===== config.mk =====
export PLATFORM = sky130hd
export DESIGN_NAME = cfg_loader
export DESIGN_NICKNAME = d
export VERILOG_FILES = /design/src/rtl/cfg_pkg.sv /design/src/rtl/cfg_frame_asm.sv /design/src/rtl/cfg_loader.sv
export SDC_FILE = /design/constraint.sdc
export NUM_CORES = 1
export LEC_CHECK = 0
export CAP_MARGIN = 20
export CELL_PAD_IN_SITES_DETAIL_PLACEMENT = 0
export CELL_PAD_IN_SITES_GLOBAL_PLACEMENT = 1
export CORE_MARGIN = 1
export CORE_UTILIZATION = 42
export DETAILED_ROUTE_END_ITERATION = 12
export PLACE_DENSITY = 0.9
export SKIP_CTS_REPAIR_TIMING = 1
export SLEW_MARGIN = 20
export SYNTH_ARGS = -nofsm -noshare
export SYNTH_HDL_FRONTEND = slang
export SYNTH_HIERARCHICAL = 1
export SYNTH_SLANG_ARGS = --single-unit

===== constraint.sdc =====
create_clock -name clk_i -period 2.5 [get_ports clk_i]
set_input_delay 0.5 -clock clk_i [delete_from_list [all_inputs] [get_ports clk_i]]
set_output_delay 0.5 -clock clk_i [all_outputs]
set_load 0.1 [all_outputs]

===== src/rtl/cfg_pkg.sv =====
// cfg_pkg: shared types and constants for the fabric config loader.
// Frame layout, FSM states and beat arithmetic.
package cfg_pkg;

  localparam int CFG_FRAME_W = 18;

  localparam int V_OFF  = 0;
  localparam int V_W    = 6;
  localparam int LU_OFF = 6;
  localparam int DR_OFF = 9;
  localparam int UR_OFF = 12;
  localparam int LD_OFF = 15;
  localparam int DIR_W  = 3;

  typedef enum logic [2:0] {
    IDLE,
    ASM,
    WRITE,
    HOLD,
    DONE,
    ERR
  } state_t;

  function automatic int bpf(
    input int frame_w,
    input int in_w
  );
    return (frame_w + in_w - 1) / in_w;
  endfunction

endpackage


===== src/rtl/cfg_frame_asm.sv =====
// cfg_frame_asm: packs byte-serial beats into one config frame.
// Flags the frame on its last beat and checks the padding bits.
module cfg_frame_asm
  import cfg_pkg::*;
#(
  parameter int FRAME_W = CFG_FRAME_W,
  parameter int IN_W    = 8
) (
  input  logic               clk,
  input  logic               rst_n,
  input  logic               clr,
  input  logic               beat_en,
  input  logic [IN_W-1:0]    data,
  output logic               frame_valid,
  output logic [FRAME_W-1:0] frame,
  output logic               pad_err
);

  localparam int BPF   = bpf(FRAME_W, IN_W);
  localparam int BUF_W = BPF * IN_W;
  localparam int CNT_W = (BPF > 1) ? $clog2(BPF) : 1;

  logic [CNT_W-1:0] cnt_q;
  logic [BUF_W-1:0] beat_q;
  logic [BUF_W-1:0] full;
  logic             last;

  assign last = beat_en && (cnt_q == CNT_W'(BPF - 1));

  // Full frame with the in-flight last beat spliced in
  always_comb begin
    full = beat_q;
    full[(BPF-1)*IN_W +: IN_W] = data;
  end

  assign frame_valid = last;
  assign frame       = full[FRAME_W-1:0];
  assign pad_err     = last && (|(full >> FRAME_W));

  // Beat counter and per-slot capture of earlier beats
  always_ff @(posedge clk or negedge rst_n) begin
    if (!rst_n) begin
      cnt_q  <= '0;
      beat_q <= '0;
    end else if (clr) begin
      cnt_q  <= '0;
      beat_q <= '0;
    end else if (beat_en) begin
      beat_q[int'(cnt_q)*IN_W +: IN_W] <= data;
      cnt_q <= last ? '0 : cnt_q + CNT_W'(1);
    end
  end

endmodule


===== src/rtl/cfg_loader.sv =====
// cfg_loader: sequences config frames into the tile array.
// One frame per tile, written with setup and hold margins.
module cfg_loader
  import cfg_pkg::*;
#(
  parameter int NUM_TILES = 4,
  parameter int FRAME_W   = CFG_FRAME_W,
  parameter int IN_W      = 8,
  parameter int WR_CYCLES = 2
) (
  input  logic                 clk_i,
  input  logic                 rst_n_i,
  input  logic                 start_i,
  input  logic [IN_W-1:0]      data_i,
  input  logic                 valid_i,
  output logic                 ready_o,
  output logic [FRAME_W-1:0]   bits_o,
  output logic [NUM_TILES-1:0] wr_en_o,
  output logic                 busy_o,
  output logic                 done_o,
  output logic                 err_o
);

  localparam int TILE_W = (NUM_TILES > 1) ? $clog2(NUM_TILES) : 1;
  localparam int WC_W   = (WR_CYCLES > 1) ? $clog2(WR_CYCLES) : 1;

  state_t               state_q;
  logic [TILE_W-1:0]    tile_q;
  logic [WC_W-1:0]      wr_cnt_q;
  logic [NUM_TILES-1:0] tile_sel;

  logic                 beat_en;
  logic                 start_ok;
  logic                 frame_valid;
  logic [FRAME_W-1:0]   frame;
  logic                 pad_err;

  assign beat_en  = valid_i && ready_o;
  assign start_ok = start_i &&
                    ((state_q == IDLE) ||
                     (state_q == DONE) ||
                     (state_q == ERR));
  assign tile_sel = NUM_TILES'(1) << tile_q;

  cfg_frame_asm #(
    .FRAME_W (FRAME_W),
    .IN_W    (IN_W)
  ) u_asm (
    .clk         (clk_i),
    .rst_n       (rst_n_i),
    .clr         (start_ok),
    .beat_en     (beat_en),
    .data        (data_i),
    .frame_valid (frame_valid),
    .frame       (frame),
    .pad_err     (pad_err)
  );

  // Load sequencer with registered handshake, bus and status outputs
  always_ff @(posedge clk_i or negedge rst_n_i) begin
    if (!rst_n_i) begin
      state_q  <= IDLE;
      tile_q   <= '0;
      wr_cnt_q <= '0;
      ready_o  <= 1'b0;
      bits_o   <= '0;
      wr_en_o  <= '0;
      busy_o   <= 1'b0;
      done_o   <= 1'b0;
      err_o    <= 1'b0;
    end else begin
      unique case (state_q)
        IDLE, DONE, ERR: begin
          if (start_i) begin
            state_q <= ASM;
            tile_q  <= '0;
            ready_o <= 1'b1;
            busy_o  <= 1'b1;
            done_o  <= 1'b0;
            err_o   <= 1'b0;
          end
        end
        ASM: begin
          if (frame_valid) begin
            ready_o <= 1'b0;
            if (pad_err) begin
              state_q <= ERR;
              busy_o  <= 1'b0;
              err_o   <= 1'b1;
            end else begin
              state_q  <= WRITE;
              bits_o   <= frame;
              wr_en_o  <= tile_sel;
              wr_cnt_q <= '0;
            end
          end
        end
        WRITE: begin
          if (wr_cnt_q == WC_W'(WR_CYCLES - 1)) begin
            state_q <= HOLD;
            wr_en_o <= '0;
          end else begin
            wr_cnt_q <= wr_cnt_q + WC_W'(1);
          end
        end
        HOLD: begin
          if (tile_q == TILE_W'(NUM_TILES - 1)) begin
            state_q <= DONE;
            busy_o  <= 1'b0;
            done_o  <= 1'b1;
          end else begin
            state_q <= ASM;
            tile_q  <= tile_q + TILE_W'(1);
            ready_o <= 1'b1;
          end
        end
        default: begin
          state_q <= IDLE;
          ready_o <= 1'b0;
          wr_en_o <= '0;
          busy_o  <= 1'b0;
        end
      endcase
    end
  end

endmodule


==> results of run 1 <==
[where the power goes]
group / internal (uW) / switching [uW]
combinational: 528 / 1260
clock: 300 / 286
sequential: 1020 / 153
total: 1850 / 1690
[placed cells by master (no fill, tap or decap), types with 6 or more instances in the layout]
master           synthesis  final
clkdlybuf4s50_1          0      6
nor2b_1                  6      6
o31ai_1                  6      6
a32o_1                   8      8
dfrtp_1                 50     49
nand2_1                  6      6
nand3b_1                 9      9
nand3_1                  7      7
inv_1                   12     12
a21oi_1                 11     11
buf_4                    3     42
nand2b_1                 6      6
ha_1                     8      8
o2bb2ai_1                7      7
mux2_1                  16     15
[final cells by class]
class / count / share of cell area, %
sequential: 50 / 40.82
clock inverter: 3 / 1.425
inverter: 13 / 1.587
tap: 72 / 2.930
clock buffer: 5 / 2.239
multi-input combinational: 129 / 34.35
timing repair buffer: 57 / 16.65
[sequential cells by signal, indices dropped and copies added (netlist names)]
name and count:
u_asm/cnt_q 2, state_q 3, busy_o 1, bits_o 18, tile_q 2, ready_o 1
u_asm/beat_q 16, err_o 1, wr_cnt_q 1, done_o 1, wr_en_o 4
[per-stage QoR]
| stage | util (%) | total power, uW |
|---|---|---|
| 6_report | 55.49 | 3541 |
| 3_5_place_dp | 51.99 | 2951 |
| 5_1_grt | 55.49 | 3737 |
| 2_1_floorplan | - | 2538 |
| 4_1_cts | 54.02 | 3540 |
| 3_3_place_gp | 51.99 | 2919 |
[kinds of logic after synthesis]
kind of cell / Yosys count / share of synthesized area [%]
adders and majority gates: 8 / 4.101
AOI/OAI and AO/OA: 48 / 14.66
buffers and inverters: 29 / 5.843
DFF: 50 / 51.26
and+or+nand+nor: 53 / 14.97
muxes: 20 / 9.175
[per-layer routing]
layer | share of wire [%] | track usage, % | vias to the layer above
met5 | 0 | 0 | -
met4 | 1.1 | 5.556 | 0
met3 | 4.4 | 3.140 | 7
met2 | 50 | 31.32 | 43
met1 | 44 | 23.64 | 920
li1 | - | - | 857
[worst paths after layout]
path / from / end / cells after the start
hold reg to reg: bits_o[2] / bits_o[2] / 1
setup reg to reg: ready_o / bits_o[5] / 7
max in group asynchronous: rst_n_i / wr_en_o[1] / 2
hold / removal: rst_n_i / u_asm/beat_q[11] / 1
min in group clk_i: bits_o[2] / bits_o[2] / 1
setup / recovery: data_i[7] / bits_o[5] / 7
==> out/results.ini, run 1 <==
[worst_setup_path]
timing_worst_setup_path_type=in2reg
cp_slowest_stage_delay_ns=0.52
cp_num_buf_inv=2
rrSetupSlack_ns=0.40
largest_fanout_of_any_net_on_the_critical_path=5
crit_required_ns=2.70
cp_cell_sequence=dlymetal6s2s_1 > or4_1 > o31a_1 > nor4b_4 > and2_4 > clkbuf_16 > mux2_1
largest_delay_contributor_family_on_the_critical_path=simple AND/OR/NAND/NOR gates
worstPathArrival_ns=2.53
critPathLaunchType=input pin
end_kind=register
crit_path_top_delay_cell=or4_1

[timing]
timing.final.ws_setup_ns=0.1703
layout_worst_path_cycle_share_pct=93.19
final_setup_tns_ns=0
maxSlewViolCount=0
setup_violations=0
max-slew-margin-rel_pct=64.93
period_minus_slack_ns=2.330
clock_skew_ns=0.005858
maximum_operating_frequency_mhz=429.2
worst_pin_slew_ns=0.5195
grt_setup_unrepaired=no
hold_ws_ns=0.1194
report.final.hold_viol_count=0

[logic_synthesis]
number_of_synthesized_flops_with_an_enable_pin=0
syn-num-nets=228
synth.largest_area_cell=dfrtp_1
synth.top_cells.by_count=dfrtp_1, mux2_1, inv_1
ys_seq_area_share_pct=51.26
synth_top_area_share_pct=51.26
synth_most_common_cell=dfrtp_1
synth.lib_cells_used.distinct=44
postSynthAreaPerCell_um2=11.74
yosysWarnings=6
netlist_instances=208
synth_ff_type=dfrtp_1
mappedNetlistArea_um2=2441
synth-async-reset-ratio_pct=100.0
synth_seq_cells=50
ys_top_cells_by_area=dfrtp_1, mux2_1, ha_1

[drt]
wire_per_inst_um=16.10
drt_pre_antenna_iters=4
detailroute.via_count=1827
drt-total-wl_mm=5.297
route.detailed.drc=0
antenna_violating_nets_post_route=0
drt_iter0_markers=91
route.detailed.vias_per_inst=5.553

[global_route]
antenna_found_initial=0
first_global_vias=1787
grt_pass1_wl_mm=8.818
track_usage_pct=18.32
grt_start_max_net_pins=21
gr-total-overflow=0

[final_layout]
drive_gt1_share_pct=26.07
seq_area_um2=1255
final_area_um2=3074
layout.filler_cells=485
finalNonFillerCells=329
nets=276
areaGrowthSynthToFinish_pct=25.94
multi_input_area_um2=1056
diodes_inserted=0

[power]
power-per-cell-area_nw_per_um2=1152
worst_ir_drop_vdd_v=0.0007661
power.static_leakage_uw=0.001476

[place]
place_area_um2=2880
place.detailed.instances=317
gp_routability_congestion=0.8041
port_buffers=37
final_hpwl_from_detailed_placement_mm=3.683
post-place-ws_ns=-0.3838

[clock_tree]
tritoncts_clock_tree=done
clk_pin_slew_ns=0.10
cts_root_buffer=clkbuf_8
htree_num_levels=2
clock_tree.buffer_depth=2
num_cts_buffers=5
number_of_sinks_on_the_clock_net=50
clkLatencyLatePin_ns=0.31

[status]
status=finished, final reports clean

[hold_path]
timing.hold.worst.class=in2async

[die]
dieWidth_um=78.24
die_h_um=78.24
design.portCount=38
floorplan.initialDensity_pct=44.06
num_rows=27
die-area_um2=6121
core_region_area_um2=5540

[run]
number_of_max_cap_violations=0

Power figures use the tool's default switching activity.
==> run 2, diff against run 1 <==
- ABC_CLOCK_PERIOD_IN_PS: unset -> 2500
- CELL_PAD_IN_SITES_DETAIL_PLACEMENT: 0 -> 1
- SETUP_SLACK_MARGIN: unset -> 0.15
==> run 2 against run 1 <==
  * Count of clock-buffer cells in the layout did not move
  * Global-route usage rose by 3.0 points
  * Core utilization rose by 0.72 points
  * Routed wire length rose by 24%
  * Highest routed layer unchanged
==> out/results.ini, run 2 (synthesis results as in run 1) <==
[drt]
wire_per_inst_um=19.88  ; +24%
dr.max_layer_used=met4
drt_pre_antenna_iters=4  ; unchanged
route.detailed.vias_per_inst=5.590  ; +0.66%
detailed_route_wirelength_on_metal2_mm=3.493  ; +31%
drt-total-wl_mm=6.542  ; +24%
wl_met1_mm=2.718  ; +16%
route.detailed.drc=0  ; unchanged
detailroute.via_count=1839  ; +0.66%
antenna_violating_nets_post_route=0  ; unchanged
detail_route_met3_wl_um=272  ; +16%
drt_iter0_markers=182  ; +100%

[clock_tree]
num_cts_buffers=5  ; unchanged
tritoncts_clock_tree=done
clkLatencyLatePin_ns=0.31  ; about the same
clock_tree.buffer_depth=2  ; unchanged
number_of_sinks_on_the_clock_net=50  ; unchanged
htree_num_levels=2  ; unchanged
clk_pin_slew_ns=0.10  ; about the same
cts_root_buffer=clkbuf_8

[final_layout]
seq_area_um2=1255  ; unchanged
most-common-layout-cells=dfrtp_1, buf_4, mux2_4, inv_1, a21oi_1
leading_cell_type_in_the_layout_fill_and_taps_excluded=dfrtp_1
largest_register_by_flop_count=bits_o
nets=276  ; unchanged
multi_input_area_um2=1115  ; +5.6%
drive_gt1_share_pct=33.07  ; +7.0 points
largest_regs=bits_o (18), u_asm/beat_q (16), wr_en_o (4)
diodes_inserted=0  ; unchanged
areaGrowthSynthToFinish_pct=27.58
largest_register_ffs=18  ; unchanged
layout.filler_cells=580  ; +20%
finalNonFillerCells=329  ; unchanged

[die]
floorplan.initialDensity_pct=44.06  ; unchanged
design.portCount=38  ; unchanged
num_rows=27  ; unchanged
dieWidth_um=78.24  ; unchanged
die_h_um=78.24  ; unchanged
core_region_area_um2=5540  ; unchanged
die-area_um2=6121  ; unchanged

[global_route]
grt_pass1_wl_mm=9.956  ; +13%
antenna_found_initial=0  ; unchanged
track_usage_pct=21.35  ; +3.0 points
grt_start_max_net_pins=51  ; +140%
first_global_vias=1932  ; +8.1%
gr-total-overflow=0  ; unchanged

[timing]
worst_pin_slew_ns=0.5468  ; +0.02733 ns
maximum_operating_frequency_mhz=430.7  ; +0.34%
layout_worst_path_cycle_share_pct=92.87  ; -0.31 points
clock_skew_ns=0.009086  ; +0.003228 ns
grt_setup_unrepaired=yes
max-slew-margin-rel_pct=63.47  ; -1.5 points
period_minus_slack_ns=2.322  ; -0.007855 ns
setup_violations=0  ; unchanged
final_setup_tns_ns=0  ; unchanged
maxSlewViolCount=0  ; unchanged
report.final.hold_viol_count=0  ; unchanged

[power]
power.static_leakage_uw=0.001449  ; -1.9%
power-per-cell-area_nw_per_um2=1164  ; +1.1%
worst_ir_drop_vdd_v=0.0006460  ; -16%

[worst_setup_path]
timing_worst_setup_path_type=in2reg
r2r_end=bits_o[5]
worstPathArrival_ns=2.52  ; about the same
critPathLaunchType=input pin
reg2regPathDepth=8  ; +1
rr_startpoint=u_asm/cnt_q[0]
crit_required_ns=2.70  ; about the same
largest_fanout_of_any_net_on_the_critical_path=5  ; unchanged
end_kind=register
rrSetupSlack_ns=0.37  ; -0.03 ns

[place]
port_buffers=37  ; unchanged
place.detailed.instances=317  ; unchanged
gp_routability_congestion=0.7899  ; -1.8%
final_hpwl_from_detailed_placement_mm=4.494  ; +22%

[hold_path]
timing.hold.worst.class=in2async

[run]
number_of_max_cap_violations=0  ; unchanged

[status]
status=finished, final reports clean

[run 2: changes by cell type in the layout (fill, tap and decap cells not counted), sizes merged]
cell / delta
bufinv: -1
buf: +1
clkbuf: +2
clkinv: +1
dlymetal6s2s: -3
[run 2: worst max-delay path, stage by stage]
cell and delay [ns]:
buf_6 0.09, or4_4 0.53, o31a_1 0.35, nor4b_4 0.30
and2_4 0.28, clkbuf_16 0.17, mux2_4 0.30
[run 2: area by class of cell]
type	count	area share, %
Sequential cell	50	40.30
Multi-Input combinational cell	129	35.80
Timing Repair Buffer	57	16.31
Tap cell	72	2.893
Clock buffer	5	2.210
Inverter	13	1.567
Clock inverter	3	0.9241
[run 2: per-stage QoR]
stage | util, % | setup slack (ns) | area (um^2) | total power [uW] | hold WS [ns]
floorplan | - | 0.01114 | 2477 | 2548 | 0.2044
global placement | 52.33 | -0.3127 | 2899 | 2959 | 0.4701
detailed placement | 52.33 | -0.4710 | 2899 | 3036 | 0.4734
CTS | 54.09 | -0.1459 | 2997 | 3545 | 0.1693
global route | 56.21 | 0.1345 | 3114 | 3788 | 0.1740
finish | 56.21 | 0.1782 | 3114 | 3626 | 0.1665
[run 2: worst max path at each step]
stage	start	to	slack [ns]	cells after the start
5_1_grt	data_i[6]	bits_o[5]	0.13	7
3_3_place_gp	data_i[7]	bits_o[0]	-0.31	7
3_5_place_dp	data_i[7]	bits_o[10]	-0.47	7
6_report	data_i[6]	bits_o[5]	0.18	7
2_1_floorplan	ready_o	bits_o[12]	0.01	10
4_1_cts	data_i[7]	bits_o[15]	-0.15	7
[run 2: metal layers]
metal,track usage [%],up-vias
met2,38.25,53
met3,3.372,8
li1,-,849
met1,26.00,929
met5,0,-
met4,7.222,0
[run 2: power breakdown]
part | internal [uW] | switching, uW
Clock | 208 | 305
Sequential | 1020 | 154
Combinational | 597 | 1340
Total | 1820 | 1800
==> run 3, diff against run 2 <==
- ABC_AREA: unset -> 1
- CORE_UTILIZATION: 42 -> 39
- PLACE_DENSITY: 0.9 -> 0.91
==> run 3 against run 2 <==
  * Synthesized cell count is 45% higher
  * Largest cell class unchanged
  * Global-route usage is 1.5 points lower
  * Routed wire length is 11% lower
  * Critical path depth is 3 higher
  * Final area is 6.7% lower
  * Sequential share of layout area is 2.8 points higher
  * Cell count is 27% higher
  * Via count is 8.3% higher
  * Largest power group unchanged
  * Setup slack better by 0.44 ns
  * Non-clock buffer count is 15 lower
  * Register-to-register slack better by 0.25 ns
  * Core utilization is 7.4 points lower
==> out/results.ini, run 3 <==
[status]
status=finished, final reports clean

[final_layout]
largest_register_by_flop_count=bits_o
diodes_inserted=0  ; unchanged
areaGrowthSynthToFinish_pct=20.45
nets=363  ; +32%
most-common-layout-cells=nand2_1, dfrtp_1, inv_1, buf_4, nor2_1
postLayoutCoreUtil_pct=48.76  ; -7.4 points
drive_gt1_share_pct=15.12  ; -18 points
largest_regs=bits_o (18), u_asm/beat_q (16), wr_en_o (4)
leading_cell_type_in_the_layout_fill_and_taps_excluded=nand2_1
largest_register_ffs=18  ; unchanged

[logic_synthesis]
ys_seq_area_share_pct=51.89  ; +0.64 points
synth-async-reset-ratio_pct=100.0  ; unchanged
synth_seq_cells=50  ; unchanged
synth_most_common_cell=nand2_1
synth_top_area_share_pct=51.89  ; +0.64 points
synth.lib_cells_used.distinct=23  ; -48%
ys_top_cells_by_area=dfrtp_1, nand2_1, inv_1
netlist_instances=301  ; +45%
syn-num-nets=321  ; +41%
synth.largest_area_cell=dfrtp_1
number_of_synthesized_flops_with_an_enable_pin=0  ; unchanged
synth_ff_type=dfrtp_1
mappedNetlistArea_um2=2411  ; -1.2%
postSynthAreaPerCell_um2=8.010  ; -32%
yosysWarnings=6  ; unchanged
synth.top_cells.by_count=nand2_1, dfrtp_1, inv_1

[worst_setup_path]
worstPathArrival_ns=2.07  ; -0.45 ns
cp_num_buf_inv=4  ; +2
largest_delay_contributor_family_on_the_critical_path=simple AND/OR/NAND/NOR gates
largest_fanout_of_any_net_on_the_critical_path=5  ; unchanged
crit_required_ns=2.69  ; about the same
timing_worst_setup_path_type=reg2reg
critPathLaunchType=register
crit_path_top_delay_cell=dfrtp_1
cp_cell_sequence=inv_1 > ha_1 > nand2_1 > inv_1 > inv_1 > nand3_1 > nand2_1 > inv_1 > nand3_1 > nand2_1
cp_slowest_stage_delay_ns=0.45  ; -0.08 ns
cp_common_cell=inv_1
end_kind=register

[clock_tree]
clkLatencyLatePin_ns=0.31  ; about the same
number_of_sinks_on_the_clock_net=50  ; unchanged
clk_pin_slew_ns=0.10  ; about the same
clock_tree.buffer_depth=2  ; unchanged
cts_root_buffer=clkbuf_8
tritoncts_clock_tree=done
num_cts_buffers=5  ; unchanged
htree_num_levels=2  ; unchanged

[power]
worst_ir_drop_vdd_v=0.0005687  ; -12%
power_report.internal_total_uw=1651  ; -9.5%
combPwrFrac_pct=47.5  ; -6.0 points
seqPwrFrac_pct=34.7  ; +2.4 points
power.static_leakage_uw=0.001712  ; +18%
power-per-cell-area_nw_per_um2=1099  ; -5.6%
pwr-share-clk_pct=17.8  ; +3.7 points
p_switching_uw=1540  ; -15%
swShare_pct=48.27  ; -1.4 points

[drt]
antenna_violating_nets_post_route=0  ; unchanged
drt_iter0_markers=83  ; -54%
drt_pre_antenna_iters=4  ; unchanged
wire_per_inst_um=13.84  ; -30%
drt-total-wl_mm=5.801  ; -11%
detailroute.via_count=1992  ; +8.3%
route.detailed.drc=0  ; unchanged
route.detailed.vias_per_inst=4.754  ; -15%

[timing]
grt_setup_unrepaired=no
max-slew-margin-rel_pct=57.73  ; -5.7 points
clock_skew_ns=0.01169  ; +0.002601 ns
final_setup_tns_ns=0  ; unchanged
period_minus_slack_ns=1.877  ; -0.4447 ns
maxSlewViolCount=0  ; unchanged
setup_violations=0  ; unchanged
report.final.hold_viol_count=0  ; unchanged
maximum_operating_frequency_mhz=532.7  ; +24%
layout_worst_path_cycle_share_pct=75.08  ; -18 points
worst_pin_slew_ns=0.6340  ; +0.08724 ns

[global_route]
antenna_found_initial=0  ; unchanged
grt_pass1_wl_mm=9.853  ; -1.0%
grt_start_max_net_pins=51  ; unchanged
track_usage_pct=19.84  ; -1.5 points
gr-total-overflow=0  ; unchanged
first_global_vias=2110  ; +9.2%

[run]
number_of_max_cap_violations=0  ; unchanged

[die]
die-area_um2=6500  ; +6.2%
dieWidth_um=80.63  ; +3.1%
num_rows=28  ; +3.7%
core_region_area_um2=5956  ; +7.5%
die_h_um=80.63  ; +3.1%
floorplan.initialDensity_pct=40.48  ; -3.6 points
design.portCount=38  ; unchanged

[place]
port_buffers=37  ; unchanged
final_hpwl_from_detailed_placement_mm=4.363  ; -2.9%
gp_routability_congestion=0.8846  ; +12%

[hold_path]
timing.hold.worst.class=in2async

==> run 3: area by class of cell <==
class	count	area, um^2
Inverter	37	141.4
Clock buffer	6	72.57
Sequential cell	50	1251
Clock inverter	2	37.54
Multi-Input combinational cell	207	957.2
Timing Repair Buffer	42	350.3
Fill cell	731	3052
Tap cell	75	93.84
==> run 3: power groups by stage <==
stage	sequential [uW]	combinational, uW	clock [uW]
after floorplan	1580	670	0
after global placement	1110	1460	0
after detailed placement	1120	1510	0
after CTS	1110	1530	583
after global routing	1130	1670	608
final	1110	1520	567
==> run 3: worst paths after layout <==
path,start,end,slack [ns],depth (start not counted)
max,u_asm/cnt_q[0],err_o,0.62,10
min,rst_n_i,bits_o[11],0.29,2
max reg2reg,u_asm/cnt_q[0],err_o,0.62,10
min reg2reg,bits_o[14],bits_o[14],0.48,2
max in group asynchronous,rst_n_i,u_asm/cnt_q[0],1.76,2
min in group clk_i,bits_o[14],bits_o[14],0.48,2
==> run 3: logic make-up after synthesis <==
kind of cell | after synthesis | synth area share [%]
simple gates | 190 | 33.42
flops | 50 | 51.89
buf+inv | 44 | 8.407
compound gates | 9 | 2.128
fa+ha+maj | 8 | 4.152
==> run 3: per-layer routing <==
layer,GRT usage [%],vias up,part of all wire (%)
met1,24.12,963,44
met2,35.76,29,52
met3,3.182,9,2.4
met4,5.714,0,1.6
met5,0,-,0
li1,-,991,-
==> run 3: metrics by stage <==
stage	hold WS, ns	total power [uW]	std cells	cell area [um^2]	worst slack, ns
floorplan	0.2044	2247	301	2411	0.3483
global placement	0.4576	2570	411	2794	0.4462
detailed placement	0.4599	2631	411	2794	0.3748
CTS	0.3188	3220	419	2904	0.6098
global route	0.3498	3400	419	2904	0.4503
finish	0.2948	3191	419	2904	0.6229
==> variant 1: new RTL, flow settings as in run 2 <==
`IN_W` is set to 8 in 2 places; all go to 32.
--- a/src/rtl/cfg_frame_asm.sv
+++ b/src/rtl/cfg_frame_asm.sv
@@ -4,7 +4,7 @@
   import cfg_pkg::*;
 #(
   parameter int FRAME_W = CFG_FRAME_W,
-  parameter int IN_W    = 8
+  parameter int IN_W    = 32
 ) (
   input  logic               clk,
   input  logic               rst_n,
--- a/src/rtl/cfg_loader.sv
+++ b/src/rtl/cfg_loader.sv
@@ -5,7 +5,7 @@
 #(
   parameter int NUM_TILES = 4,
   parameter int FRAME_W   = CFG_FRAME_W,
-  parameter int IN_W      = 8,
+  parameter int IN_W      = 32,
   parameter int WR_CYCLES = 2
 ) (
   input  logic                 clk_i,
Ports: changed (resized data_i); port bits go from 38 to 62. No check against the original RTL was run, so the function may have changed too.
==> variant 1 against run 2 <==
- setup slack lost 0.033 ns
- first-iteration DRC count shrank 78%
- final cell count shrank 20%
- sequential cell count shrank 17
- critical endpoint is now bits_o[4]
- routed wire length shrank 24%
- count of clock-buffer cells in the layout grew 2
- cell area shrank 20%
- area after synthesis shrank 28%
Power is not shown: default switching activity piles up to over one toggle a cycle in this logic, so the estimate is an artifact.
==> variant 1: results (changes against run 2) <==
Status: completed
NonClk Buf Share: 0.268 (+0.105)
Port bufs: 61 (+65%)
Cell Area, Placed: 2240 sq um (-23%)
Worst Hold Class: register to register
Die ar.: 4440 sq um (-27%)
Worst Path Arrival: 2.53 ns (about the same)
Post-Layout Cell Count: 263 (-20%)
Top flop regs: bits_o (18), wr_en_o (4), state_q (3)
Sequential share of the synthesized area: 0.470 (-0.0425)
Storage element area: 826 sq um (-34%)
Total GRT Usage: 0.214 (+0.000938)
GPL Wtd Cong: 0.854 (+8.1%)
CTS clk-pin slew, worst paths: 0.07 ns (-0.03 ns)
Worst-Skew Late Latency: 0.29 ns (-0.02 ns)
Adder-cell area share of the yosys netlist: 0.0285 (-0.0125)
Number of synthesized register bits: 33 (-34%)
Invs w/o clock: 10 (-3)
Routed met1 length: 2.01 mm (-26%)
Met2 Track Usage GR: 0.366 (-0.0163)
Synth-to-layout area growth: 42.5%
Least-Margin Pin Slew: 0.535 ns (-0.0113 ns)
Layout fillers: 407 (-30%)
HPWL after detailed placement: 3.13 mm (-30%)
Synth Net Count: 200 (-12%)
Met2 routed WL: 2.64 mm (-25%)
Syn Inst Count: 160 (-23%)
Mux contribution to synthesized area: 0.127 (+0.0357)
Clk tree area frac: 0.0465 (+0.0151)
Top cells by count, synth: dfrtp_1 (33), buf_4 (19), mux2_1 (16), inv_1 (9), a21oi_1 (8)
Vias in the first global route: 1,476 (-24%)
Placed Cells: 251 (-21%)
Initial drt markers: 40 (-78%)
Multi-input combinational area share: 0.315 (-0.0426)
Met3 WL post-DR: 228 um (-16%)
Cell variety after synth: 38 (-14%)
-- variant 1: changes by cell type in the layout (fill, tap and decap cells not counted), sizes merged, moves of 6 or more --
cell           delta
nand3b            -7
dfrtp            -17
clkdlybuf4s50    +17
a32o              -8
dlymetal6s2s      +7
buf              -12
o2bb2ai           -6
-- variant 1: path summary, 6_finish.rpt --
| check | cells after the start | startpoint | endpoint | slack, ns |
|---|---|---|---|---|
| worst max-delay path | 7 | data_i[27] | bits_o[4] | 0.15 |
| worst min-delay path | 1 | bits_o[15] | bits_o[15] | 0.52 |
| worst max register to register | 7 | ready_o | bits_o[4] | 0.44 |
| worst min register to register | 1 | bits_o[15] | bits_o[15] | 0.52 |
| max in group asynchronous | 2 | rst_n_i | wr_en_o[1] | 1.56 |
| min in group asynchronous | 2 | rst_n_i | bits_o[1] | 0.62 |
==> variant 2: new RTL, settings of run 2 <==
Made on the original files. Make the reset (`rst_n` and `rst_n_i`) synchronous in 2 clocked blocks.
--- a/src/rtl/cfg_frame_asm.sv
+++ b/src/rtl/cfg_frame_asm.sv
@@ -38,7 +38,7 @@
   assign pad_err     = last && (|(full >> FRAME_W));
 
   // Beat counter and per-slot capture of earlier beats
-  always_ff @(posedge clk or negedge rst_n) begin
+  always_ff @(posedge clk) begin
     if (!rst_n) begin
       cnt_q  <= '0;
       beat_q <= '0;
--- a/src/rtl/cfg_loader.sv
+++ b/src/rtl/cfg_loader.sv
@@ -57,7 +57,7 @@
   );
 
   // Load sequencer with registered handshake, bus and status outputs
-  always_ff @(posedge clk_i or negedge rst_n_i) begin
+  always_ff @(posedge clk_i) begin
     if (!rst_n_i) begin
       state_q  <= IDLE;
       tile_q   <= '0;
Behaviour: differs if rst_n_i is asserted again (counterexample within 4 cycles, from zero or initial values and one cycle with rst_n_i low); with rst_n_i held inactive, the same outputs for 10 cycles.
==> variant 2 against run 2 <==
- setup slack improved by 0.072 ns
- clock skew decreased by 0.0027 ns
- routed wire length decreased by 17%
- critical path depth increased by 2
- cell area decreased by 9.8%
- sequential cell count unchanged
- die area decreased by 6.9%
- area after synthesis decreased by 7.1%
- highest routed layer unchanged
Power is not compared: it rests on default switching activity, and its combinational part moved more than twofold at a synthesized area within 25%.
==> variant 2: results (changes against run 2) <==
Status: completed
Wire length per cell: 14.4 um (-28%)
Post-layout min period: 2.25 ns (-0.0718 ns)
GPL Wtd Cong: 0.870 (+10%)
Most used DFF post-synth: dfxtp_1
Sequential share of the synthesized area: 0.442 (-0.0711)
Rel. slew slack: 0.514 (-0.120)
Top cells by count, synth: nand2_1 (63), dfxtp_1 (50), a21oi_1 (22), a21boi_0 (17), nand3_1 (12)
Layout cells sized above 1: 0.182 (-0.148)
HPWL after detailed placement: 3.91 mm (-13%)
Skew final: 0.00643 ns (-0.00266 ns)
Worst Hold Class: register to register
Initial drt markers: 110 (-40%)
Total GRT Usage: 0.206 (-0.00755)
Largest net degree at the start of global routing: 22 (-57%)
Cell Area, Placed: 2660 sq um (-8.2%)
Top post-synthesis cells by area: dfxtp_1 (44%), nand2_1 (10%), a21boi_0 (5.6%)
Buffers, non-clock: 53 (-7.0%)
Nets@finish: 326 (+18%)
CP Capture Point: bits_o[3]
Invs w/o clock: 9 (-4)
Crit-path leading delay family: buffers and inverters
Slowest cell on the critical path: clkdlybuf4s50_1
Clk tree area frac: 0.0321 (+0.000748)
First-pass GRT wire length: 8.82 mm (-11%)
Placed Cells: 365 (+15%)
Layout fillers: 647 (+12%)
# rows: 26 (-3.7%)
Sequential cell count: 50 (unchanged)
RR Endpoint: wr_en_o[1]
Post-synth ARST share: 0 (-1.00)
variant 2: cell count changes in the layout (fill, tap and decap cells not counted), moves of 11 or more:
cell	delta
dfxtp_1	+49
a21oi_1	+11
mux2_4	-15
nand2_1	+57
a21boi_1	+14
dfrtp_1	-49
variant 2: power by group:
group | internal, mW | switching, mW | leakage, nW
logic | 0.0474 | 0.0739 | 0.649
registers | 0.804 | 0.00645 | 0.404
clock network | 0.197 | 0.280 | 0.0441
variant 2: kinds of logic after synthesis:
| group | after synthesis | synth area share |
|---|---|---|
| AND/OR/NAND/NOR | 115 | 0.258 |
| AO/OA/AOI/OAI | 58 | 0.171 |
| flip-flops | 50 | 0.442 |
| buffers and inverters | 26 | 0.0596 |
| adder cells (fa/ha/maj) | 8 | 0.0442 |
| multiplexers | 6 | 0.0265 |
variant 2: metal layers:
layer,part of all wire,global-route usage,vias to the layer above
li1,-,-,985
met1,0.42,0.213,946
met2,0.53,0.403,43
met3,0.032,0.0384,9
met4,0.022,0.0864,0
met5,0,0,-
